--- src/rtl/fir_filter_mc_if.sv ---
// Handshake and coefficient-bus bundle for fir_filter_mc.
// The master side drives samples, coefficient writes and out_ready; the slave side is the filter.
interface fir_filter_mc_if #(
  parameter int TAPS       = 4,
  parameter int DATA_WIDTH = 16,
  parameter int COEF_WIDTH = 16,
  parameter int CHANNELS   = 2
);
  localparam int CH_W  = (CHANNELS > 1) ? $clog2(CHANNELS) : 1;
  localparam int TAP_W = (TAPS > 1) ? $clog2(TAPS) : 1;

  logic                  in_valid;
  logic                  in_ready;
  logic [CH_W-1:0]       in_chan;
  logic [DATA_WIDTH-1:0] in_data;
  logic                  coef_we;
  logic [TAP_W-1:0]      coef_addr;
  logic [COEF_WIDTH-1:0] coef_data;
  logic                  coef_drop;
  logic                  out_valid;
  logic                  out_ready;
  logic [CH_W-1:0]       out_chan;
  logic [DATA_WIDTH-1:0] out_data;

  modport master (
    output in_valid, in_chan, in_data, coef_we, coef_addr, coef_data, out_ready,
    input  in_ready, coef_drop, out_valid, out_chan, out_data
  );

  modport slave (
    input  in_valid, in_chan, in_data, coef_we, coef_addr, coef_data, out_ready,
    output in_ready, coef_drop, out_valid, out_chan, out_data
  );
endinterface

--- src/rtl/fir_filter_mc.sv ---
// Time-multiplexed multi-channel FIR: one signed MAC walks all taps per sample,
// each channel owns its delay line, and results are rounded and saturated.
module fir_filter_mc #(
  parameter int TAPS       = 4,
  parameter int DATA_WIDTH = 16,
  parameter int COEF_WIDTH = 16,
  parameter int CHANNELS   = 2,
  parameter int OUT_SHIFT  = 15
) (
  input logic           clk,
  input logic           rst_n,
  fir_filter_mc_if.slave bus
);
  localparam int CH_W       = (CHANNELS > 1) ? $clog2(CHANNELS) : 1;
  localparam int TAP_W      = (TAPS > 1) ? $clog2(TAPS) : 1;
  localparam int PROD_WIDTH = DATA_WIDTH + COEF_WIDTH;
  localparam int ACC_WIDTH  = PROD_WIDTH + TAP_W;
  localparam int RND_SH     = (OUT_SHIFT > 0) ? OUT_SHIFT - 1 : 0;

  localparam logic [1:0] IDLE  = 2'd0;
  localparam logic [1:0] MAC   = 2'd1;
  localparam logic [1:0] ROUND = 2'd2;
  localparam logic [1:0] OUT   = 2'd3;

  localparam logic [CH_W:0]      CH_LIM  = (CH_W+1)'(CHANNELS);
  localparam logic [TAP_W:0]     TAP_LIM = (TAP_W+1)'(TAPS);
  localparam logic [TAP_W-1:0]   K_LAST  = TAP_W'(TAPS - 1);
  localparam logic signed [ACC_WIDTH-1:0] RND =
    (OUT_SHIFT > 0) ? (ACC_WIDTH'(1) << RND_SH) : '0;
  localparam logic signed [ACC_WIDTH-1:0] MAXV =
    {{(ACC_WIDTH-DATA_WIDTH+1){1'b0}}, {(DATA_WIDTH-1){1'b1}}};
  localparam logic signed [ACC_WIDTH-1:0] MINV =
    {{(ACC_WIDTH-DATA_WIDTH+1){1'b1}}, {(DATA_WIDTH-1){1'b0}}};

  logic [1:0]                   state_q, state_d;
  logic signed [DATA_WIDTH-1:0] x_q [CHANNELS][TAPS];
  logic signed [DATA_WIDTH-1:0] x_d [CHANNELS][TAPS];
  logic signed [COEF_WIDTH-1:0] c_q [TAPS];
  logic signed [COEF_WIDTH-1:0] c_d [TAPS];
  logic signed [ACC_WIDTH-1:0]  acc_q, acc_d;
  logic [TAP_W-1:0]             k_q, k_d;
  logic [CH_W-1:0]              ch_q, ch_d;
  logic                         out_valid_q, out_valid_d;
  logic [DATA_WIDTH-1:0]        out_data_q, out_data_d;
  logic [CH_W-1:0]              out_chan_q, out_chan_d;
  logic                         coef_drop_q, coef_drop_d;

  logic signed [PROD_WIDTH-1:0] prod;
  logic signed [ACC_WIDTH-1:0]  rounded;
  logic signed [ACC_WIDTH-1:0]  shifted;
  logic                         chan_ok;

  assign bus.in_ready  = rst_n && (state_q == IDLE);
  assign bus.out_valid = out_valid_q;
  assign bus.out_data  = out_data_q;
  assign bus.out_chan  = out_chan_q;
  assign bus.coef_drop = coef_drop_q;

  assign chan_ok = ({1'b0, bus.in_chan} < CH_LIM);
  assign prod    = x_q[ch_q][k_q] * c_q[k_q];
  assign rounded = acc_q + RND;
  assign shifted = rounded >>> OUT_SHIFT;

  always_comb begin
    state_d     = state_q;
    x_d         = x_q;
    c_d         = c_q;
    acc_d       = acc_q;
    k_d         = k_q;
    ch_d        = ch_q;
    out_valid_d = out_valid_q;
    out_data_d  = out_data_q;
    out_chan_d  = out_chan_q;
    coef_drop_d = 1'b0;

    // Coefficients only change while idle, so an in-flight sample never sees a mixed set.
    if (bus.coef_we) begin
      if (state_q == IDLE && ({1'b0, bus.coef_addr} < TAP_LIM)) begin
        c_d[bus.coef_addr] = bus.coef_data;
      end else begin
        coef_drop_d = 1'b1;
      end
    end

    case (state_q)
      IDLE: begin
        if (bus.in_valid && chan_ok) begin
          for (int i = TAPS - 1; i > 0; i--) begin
            x_d[bus.in_chan][i] = x_q[bus.in_chan][i-1];
          end
          x_d[bus.in_chan][0] = bus.in_data;
          ch_d    = bus.in_chan;
          acc_d   = '0;
          k_d     = '0;
          state_d = MAC;
        end
      end
      MAC: begin
        acc_d = acc_q + {{TAP_W{prod[PROD_WIDTH-1]}}, prod};
        k_d   = k_q + 1'b1;
        if (k_q == K_LAST) begin
          state_d = ROUND;
        end
      end
      ROUND: begin
        if (shifted > MAXV) begin
          out_data_d = MAXV[DATA_WIDTH-1:0];
        end else if (shifted < MINV) begin
          out_data_d = MINV[DATA_WIDTH-1:0];
        end else begin
          out_data_d = shifted[DATA_WIDTH-1:0];
        end
        out_chan_d  = ch_q;
        out_valid_d = 1'b1;
        state_d     = OUT;
      end
      default: begin
        if (bus.out_ready) begin
          out_valid_d = 1'b0;
          state_d     = IDLE;
        end
      end
    endcase
  end

  always_ff @(posedge clk or negedge rst_n) begin
    if (!rst_n) begin
      state_q     <= IDLE;
      x_q         <= '{default: '0};
      c_q         <= '{default: '0};
      acc_q       <= '0;
      k_q         <= '0;
      ch_q        <= '0;
      out_valid_q <= 1'b0;
      out_data_q  <= '0;
      out_chan_q  <= '0;
      coef_drop_q <= 1'b0;
    end else begin
      state_q     <= state_d;
      x_q         <= x_d;
      c_q         <= c_d;
      acc_q       <= acc_d;
      k_q         <= k_d;
      ch_q        <= ch_d;
      out_valid_q <= out_valid_d;
      out_data_q  <= out_data_d;
      out_chan_q  <= out_chan_d;
      coef_drop_q <= coef_drop_d;
    end
  end
endmodule

--- src/flat_wrapper.sv ---
// flat-port wrapper written by rule: the top's interface ports become plain ports
module fir_filter_mc_flat 
#(
  parameter int TAPS       = 4,
  parameter int DATA_WIDTH = 16,
  parameter int COEF_WIDTH = 16,
  parameter int CHANNELS   = 2,
  parameter int OUT_SHIFT  = 15
)
  (clk, rst_n, bus_in_valid, bus_in_chan, bus_in_data, bus_coef_we, bus_coef_addr, bus_coef_data, bus_out_ready, bus_in_ready, bus_coef_drop, bus_out_valid, bus_out_chan, bus_out_data);
  fir_filter_mc_if #(.TAPS(TAPS), .DATA_WIDTH(DATA_WIDTH), .COEF_WIDTH(COEF_WIDTH), .CHANNELS(CHANNELS)) bus_i ();
  input logic clk;
  input logic rst_n;
  input wire logic [$bits(bus_i.in_valid)-1:0] bus_in_valid;
  input wire logic [$bits(bus_i.in_chan)-1:0] bus_in_chan;
  input wire logic [$bits(bus_i.in_data)-1:0] bus_in_data;
  input wire logic [$bits(bus_i.coef_we)-1:0] bus_coef_we;
  input wire logic [$bits(bus_i.coef_addr)-1:0] bus_coef_addr;
  input wire logic [$bits(bus_i.coef_data)-1:0] bus_coef_data;
  input wire logic [$bits(bus_i.out_ready)-1:0] bus_out_ready;
  output wire logic [$bits(bus_i.in_ready)-1:0] bus_in_ready;
  output wire logic [$bits(bus_i.coef_drop)-1:0] bus_coef_drop;
  output wire logic [$bits(bus_i.out_valid)-1:0] bus_out_valid;
  output wire logic [$bits(bus_i.out_chan)-1:0] bus_out_chan;
  output wire logic [$bits(bus_i.out_data)-1:0] bus_out_data;
  assign bus_i.in_valid = bus_in_valid;
  assign bus_i.in_chan = bus_in_chan;
  assign bus_i.in_data = bus_in_data;
  assign bus_i.coef_we = bus_coef_we;
  assign bus_i.coef_addr = bus_coef_addr;
  assign bus_i.coef_data = bus_coef_data;
  assign bus_i.out_ready = bus_out_ready;
  assign bus_in_ready = bus_i.in_ready;
  assign bus_coef_drop = bus_i.coef_drop;
  assign bus_out_valid = bus_i.out_valid;
  assign bus_out_chan = bus_i.out_chan;
  assign bus_out_data = bus_i.out_data;
  fir_filter_mc #(.TAPS(TAPS), .DATA_WIDTH(DATA_WIDTH), .COEF_WIDTH(COEF_WIDTH), .CHANNELS(CHANNELS), .OUT_SHIFT(OUT_SHIFT)) u_core (.clk(clk), .rst_n(rst_n), .bus(bus_i));
endmodule
--- config.mk ---
export PLATFORM = sky130hd
export DESIGN_NAME = fir_filter_mc_flat
export DESIGN_NICKNAME = d
export VERILOG_FILES = /design/src/rtl/fir_filter_mc_if.sv /design/src/rtl/fir_filter_mc.sv /design/src/flat_wrapper.sv
export SDC_FILE = /design/constraint.sdc
export NUM_CORES = 1
export LEC_CHECK = 0
export ABC_AREA = 1
export BUFFER_PORTS_ARGS = -buffer_cell sky130_fd_sc_hd__buf_2
export CORE_MARGIN = 2
export CORE_UTILIZATION = 35
export DETAILED_ROUTE_END_ITERATION = 12
export GPL_TIMING_DRIVEN = 0
export PLACE_DENSITY = 0.61
export REMOVE_ABC_BUFFERS = 1
export SKIP_LAST_GASP = 1
export SLEW_MARGIN = 25
export SYNTH_ARGS = -nofsm -noshare
export SYNTH_HDL_FRONTEND = slang
export SYNTH_SLANG_ARGS = --single-unit
--- constraint.sdc ---
create_clock -name clk -period 13.2 [get_ports clk]
set_clock_uncertainty 0.05 [all_clocks]
set_input_delay 2.64 -clock clk [delete_from_list [all_inputs] [get_ports clk]]
set_output_delay 2.64 -clock clk [all_outputs]
set_load 0.02 [all_outputs]
After elaboration in Yosys (flattened, before gate mapping)
Index checks and enable logic that the tools add are counted. Widths: inputs -> output; s select.

Bits in registers: 250.

Add/sub/neg operators: 3. Equality and inequality tests: 5. Magnitude comparators: 8. Reduce and logical (&&, ||, !) cells: 13. $mul: 1. Mux-type cells: 41. Bitwise logic cells: 5.

Operators by type and width (count): $bwmux 128 (4); $mux 64 (7); $demux 64 s1 (4); $mux 16 (8); $pmux 34 s2 (1); $bmux 16 s2 (2); $bwmux 64 (1); $mux 48 (1); $add 34x16->34 const B (1); $add 34x34->34 (1); $mux 34 (1); $demux 16 s2 (1); $mul 16x16->32 (1); $mux 32 (1); $gt 19x16->1 const B (1); $lt 19x16->1 const B (1); $mux 2 (4); $reduce_and 2->1 (4); $ge 3x3->1 const B (2); $not 2->3 (2); $pmux 2 s3 (1); $eq 2x2->1 const B (2); $ge 2x2->1 const B (2); $not 1->2 (2); 16 further kinds (21).

Longest topological paths before layout
Depth in word-level cells: 10. Gate-level depth with buffers: 47. Mapped depth without buffers: 43.

Worst setup path after synthesis
No wires, ideal clock.

Path type: register -> register. Start point: reg u_core.k_q[0]. End point: reg u_core.acc_q[33]. Path buffers: 4. Cell stages (with the launch flop): 40. Clock period less this slack: 7427 ps. Library setup time: 118 ps. Arrival: 7259 ps. Slack: 5773 ps. Path through: dfrtp_1 buf_2 inv_2 buf_2 buf_4 nand2_1 a32oi_1 buf_2 nand2_1 fa_1 inv_1 fa_1 fa_1 fa_1 fa_1 inv_1 fa_1 inv_1 [... 4 more ...] nand2_1 a21oi_1 o21ai_1 nand2_1 nand2_1 nand2_1 nand2_1 ha_1 a21oi_1 o21ai_0 nand2_1 nand3_1 nor2_1 nand3_1 inv_1 nand3_1 nand3_1 nand2_1.

Word-level cells in the longest chain between the ends: 7. Elaborated cells between the ends (all ways): 10. Those cells by class: add/sub (1); mul (1); mux (7); bitwise (1).

Ends and longest elaborated chain: from (decl) (line fir_filter_mc.sv:41) `logic [TAP_W-1:0] k_q, k_d;`; from (signal assigned) (line fir_filter_mc.sv:143) `k_q <= k_d;`; $not 2->3 (not written as such) (*) (line fir_filter_mc.sv:60) `assign prod = x_q[ch_q][k_q] * c_q[k_q];`; $bmux 16 s2 (line fir_filter_mc.sv:60); $mux 16 (not written as such) (2 in series) (line fir_filter_mc.sv:60); $mul 16x16->32 (*) (line fir_filter_mc.sv:60); $add 34x34->34 (*) (line fir_filter_mc.sv:99) `acc_d = acc_q + {{TAP_W{prod[PROD_WIDTH-1]}}, prod};`; $pmux 34 s2 (*) (line fir_filter_mc.sv:85) `case (state_q)`; to (signal assigned) (line fir_filter_mc.sv:131) `acc_q <= '0;`; to (signal assigned) (line fir_filter_mc.sv:142) `acc_q <= acc_d;`; to (decl) (line fir_filter_mc.sv:40) `logic signed [ACC_WIDTH-1:0] acc_q, acc_d;`.

Mark *: on every way between the ends. The rest lies on a longest branch, timed or not. The select of a mux whose other input is x is not followed. A chain may end at the register's enable or synchronous reset.

Worst setup path in the final report
Start point: reg u_core.ch_q. End point: reg u_core.acc_q[33].

Word-level cells in the longest chain between the ends: 10.

Ends and longest elaborated chain: from (decl) (line fir_filter_mc.sv:42) `logic [CH_W-1:0] ch_q, ch_d;`; from (signal assigned) (line fir_filter_mc.sv:144) `ch_q <= ch_d;`; $not 1->2 (not written as such) (line fir_filter_mc.sv:60); $mux 64 (not written as such) (3 in series) (line fir_filter_mc.sv:60); $bmux 16 s2 (line fir_filter_mc.sv:60); $mux 16 (not written as such) (2 in series) (line fir_filter_mc.sv:60); $mul 16x16->32 (line fir_filter_mc.sv:60); $add 34x34->34 (line fir_filter_mc.sv:99); $pmux 34 s2 (line fir_filter_mc.sv:85).

Every way passes these cells. The select of a mux whose other input is x is not followed.

==> results.txt <==
Warnings, synthesis -> 0
Root buffer selected by CTS -> clkbuf_16
I/O Pins -> 60
Number of synthesized flops with an enable pin -> 0
Non-Filler Instances -> 3,940
Routed WL -> 62,900 um
Setup Fix Bufs, Post-CTS -> 0
Mapped Area -> 0.0235 mm2
DRT Pass-1 Iters -> 6
First-pass GRT wire length -> 104,000 um
Synth Flop Type -> dfrtp_1
CTS tree -> built
Initial Util -> 0.352
Tcrit/Tclk final -> 0.735
Vias/cell -> 4.94
R2r endpoint -> u_core.acc_q[33]
Die X -> 263 um
Max-slew violation count -> 0
Max-Cap Viols -> 0
Element type at the critical path start -> register
CTS H-tree depth -> 1
Hold buffers post-CTS -> 0
Sequential cell area fraction in the yosys report -> 0.266
Post-cts resize count -> 0
Synthesized area per cell -> 7.73 um2
Cell depth of the worst min-delay path -> 2
DP Wirelength -> 47,500 um
Grt total ovfl -> 0
Diodes inserted -> 0
CORE AREA -> 0.0668 mm2
Endpoint, Worst Hold -> u_core.x_q[65]
Reg2reg start -> u_core.ch_q
Worst setup EP type -> register
Wire length per cell -> 16.0 um
Clock Tree Buf Depth -> 3
Ys async rst share -> 1.00
Worst path slowest cell -> dfrtp_4
Tmin final -> 9.71 ns
Rel. slew slack -> 0.356
FMAX -> 0.103 GHz
Post-synthesis cell type count -> 47
Final hold vios -> 0
Most frequent cell on the critical path -> nand2_1
Clock-pin transition on the worst setup and hold timing paths -> 0.06 ns
GPL Wtd Cong -> 0.914
Drt drc -> 0
CTS Buf Count -> 28
Final-report setup violation count -> 0
Layout area overhead -> 9.69%
Overall Global Routing Usage -> 0.187
Initial antenna violation count -> 1
Vias post-DR -> 19,500
Hold crit path type -> reg2reg
Largest net degree at the start of global routing -> 87
Worst path arrival time -> 10.17 ns
Most frequent cells in the layout -> nand2_1 (776), inv_1 (520), o21ai_0 (284)
Insertion delay to the later sink of the worst-skew pair -> 0.61 ns
Antenna Violating Nets Remaining -> 0
Status -> complete, no violations
Rows -> 95
Drt first-iter violations -> 1,370
Setup slack, reg-to-reg -> 3.49 ns
Vias in the first global route -> 19,500
Worst EP required -> 13.66 ns
Critical path peak fanout -> 66
Placed cells -> 3,889
R2r worst-path depth -> 38
FF+latch count, synth -> 250
Setup CP Type -> reg2reg
Die height -> 263 um
Nets@finish -> 3,472
Die Area -> 0.0692 mm2
IO Port Bufs -> 59
Largest stage delay on the critical path -> 0.73 ns
Util after Layout -> 0.386
Hold path start -> u_core.x_q[81]
Layout cell share with drive strength beyond 1 -> 0.0590
Setup tns final -> 0 ns
Most common cell after layout, fill and taps aside -> nand2_1
Unrepaired setup endpoints after global routing -> false
Clk sink count -> 250
Post-Syn Instances -> 3,039
Worst-Margin Slew -> 0.961 ns
-- metrics by stage --
step	hold slack (ns)	setup slack, ns	instance area, um2
4_1_cts	0.406	3.56	25800
3_3_place_gp	0.400	0.303	24400
5_1_grt	0.425	2.90	25800
6_report	0.415	3.49	25800
2_1_floorplan	0.387	4.03	23000
3_5_place_dp	0.404	3.66	24900
-- area by class of cell --
| type | instances | area, um2 |
|---|---|---|
| Multi-Input combinational cell | 2141 | 14800 |
| Inverter | 542 | 2040 |
| Fill cell | 6998 | 41000 |
| Timing Repair Buffer | 85 | 697 |
| Clock inverter | 5 | 58.8 |
| Tap cell | 873 | 1090 |
| Sequential cell | 250 | 6260 |
| Clock buffer | 44 | 811 |
-- Yosys cell counts, types with 12 or more instances --
cell	number	area (um2)
nand2_1	776	2910
inv_1	522	1960
o21ai_0	284	1420
nor2_1	276	1040
fa_1	263	5270
dfrtp_1	250	6260
a21oi_1	149	746
ha_1	121	1510
nand3_1	83	415
clkbuf_1	69	259
xor2_1	32	280
buf_2	30	150
nor3_1	18	90.1
o211ai_1	18	135
nand4_1	14	87.6
a32oi_1	13	114
clkinv_1	12	45.0
xnor2_1	12	105
-- how the worst max path moves through the flow --
stage	from	end	slack, ns	depth (start not counted)
after floorplan	u_core.k_q[0]	u_core.acc_q[33]	4.03	36
after global placement	u_core.k_q[0]	u_core.acc_q[33]	0.30	36
after detailed placement	u_core.k_q[1]	u_core.acc_q[33]	3.66	37
after CTS	u_core.k_q[1]	u_core.acc_q[33]	3.56	37
after global routing	u_core.ch_q	u_core.acc_q[33]	2.90	38
final	u_core.ch_q	u_core.acc_q[33]	3.49	38
-- logic make-up (layout without fill, tap and decap cells) --
kind of cell | Yosys count | in the layout | synth area share
compound gates | 509 | 509 | 0.117
xor+xnor | 44 | 44 | 0.0164
fa+ha+maj | 384 | 384 | 0.288
buf+inv | 648 | 676 | 0.107
flops | 250 | 250 | 0.266
simple gates | 1204 | 1204 | 0.205
-- worst max-delay path: cells and delay by family (launching register included) --
kind	cells	cell delay (ns)
compound gates	7	1.23
fa+ha+maj	8	3.70
buf+inv	6	1.43
flops	1	0.73
simple gates	17	2.42
-- routing by layer --
metal / share of wire / GRT usage
met3: 0.062 / 0.0249
met4: 0.029 / 0.0550
met5: 0 / 0
met1: 0.45 / 0.257
met2: 0.46 / 0.307
-- state kept, by name, summed over array words and instances, names as in the netlist --
signal / count
u_core.x_q: 128
u_core.c_q: 64
u_core.acc_q: 34
u_core.bus.out_data: 16
u_core.k_q: 2
u_core.state_q: 2
u_core.bus.coef_drop: 1
u_core.bus.out_chan: 1
u_core.bus.out_valid: 1
u_core.ch_q: 1
Power is not shown: default switching activity piles up to over one toggle a cycle in this logic, so the estimate is an artifact.
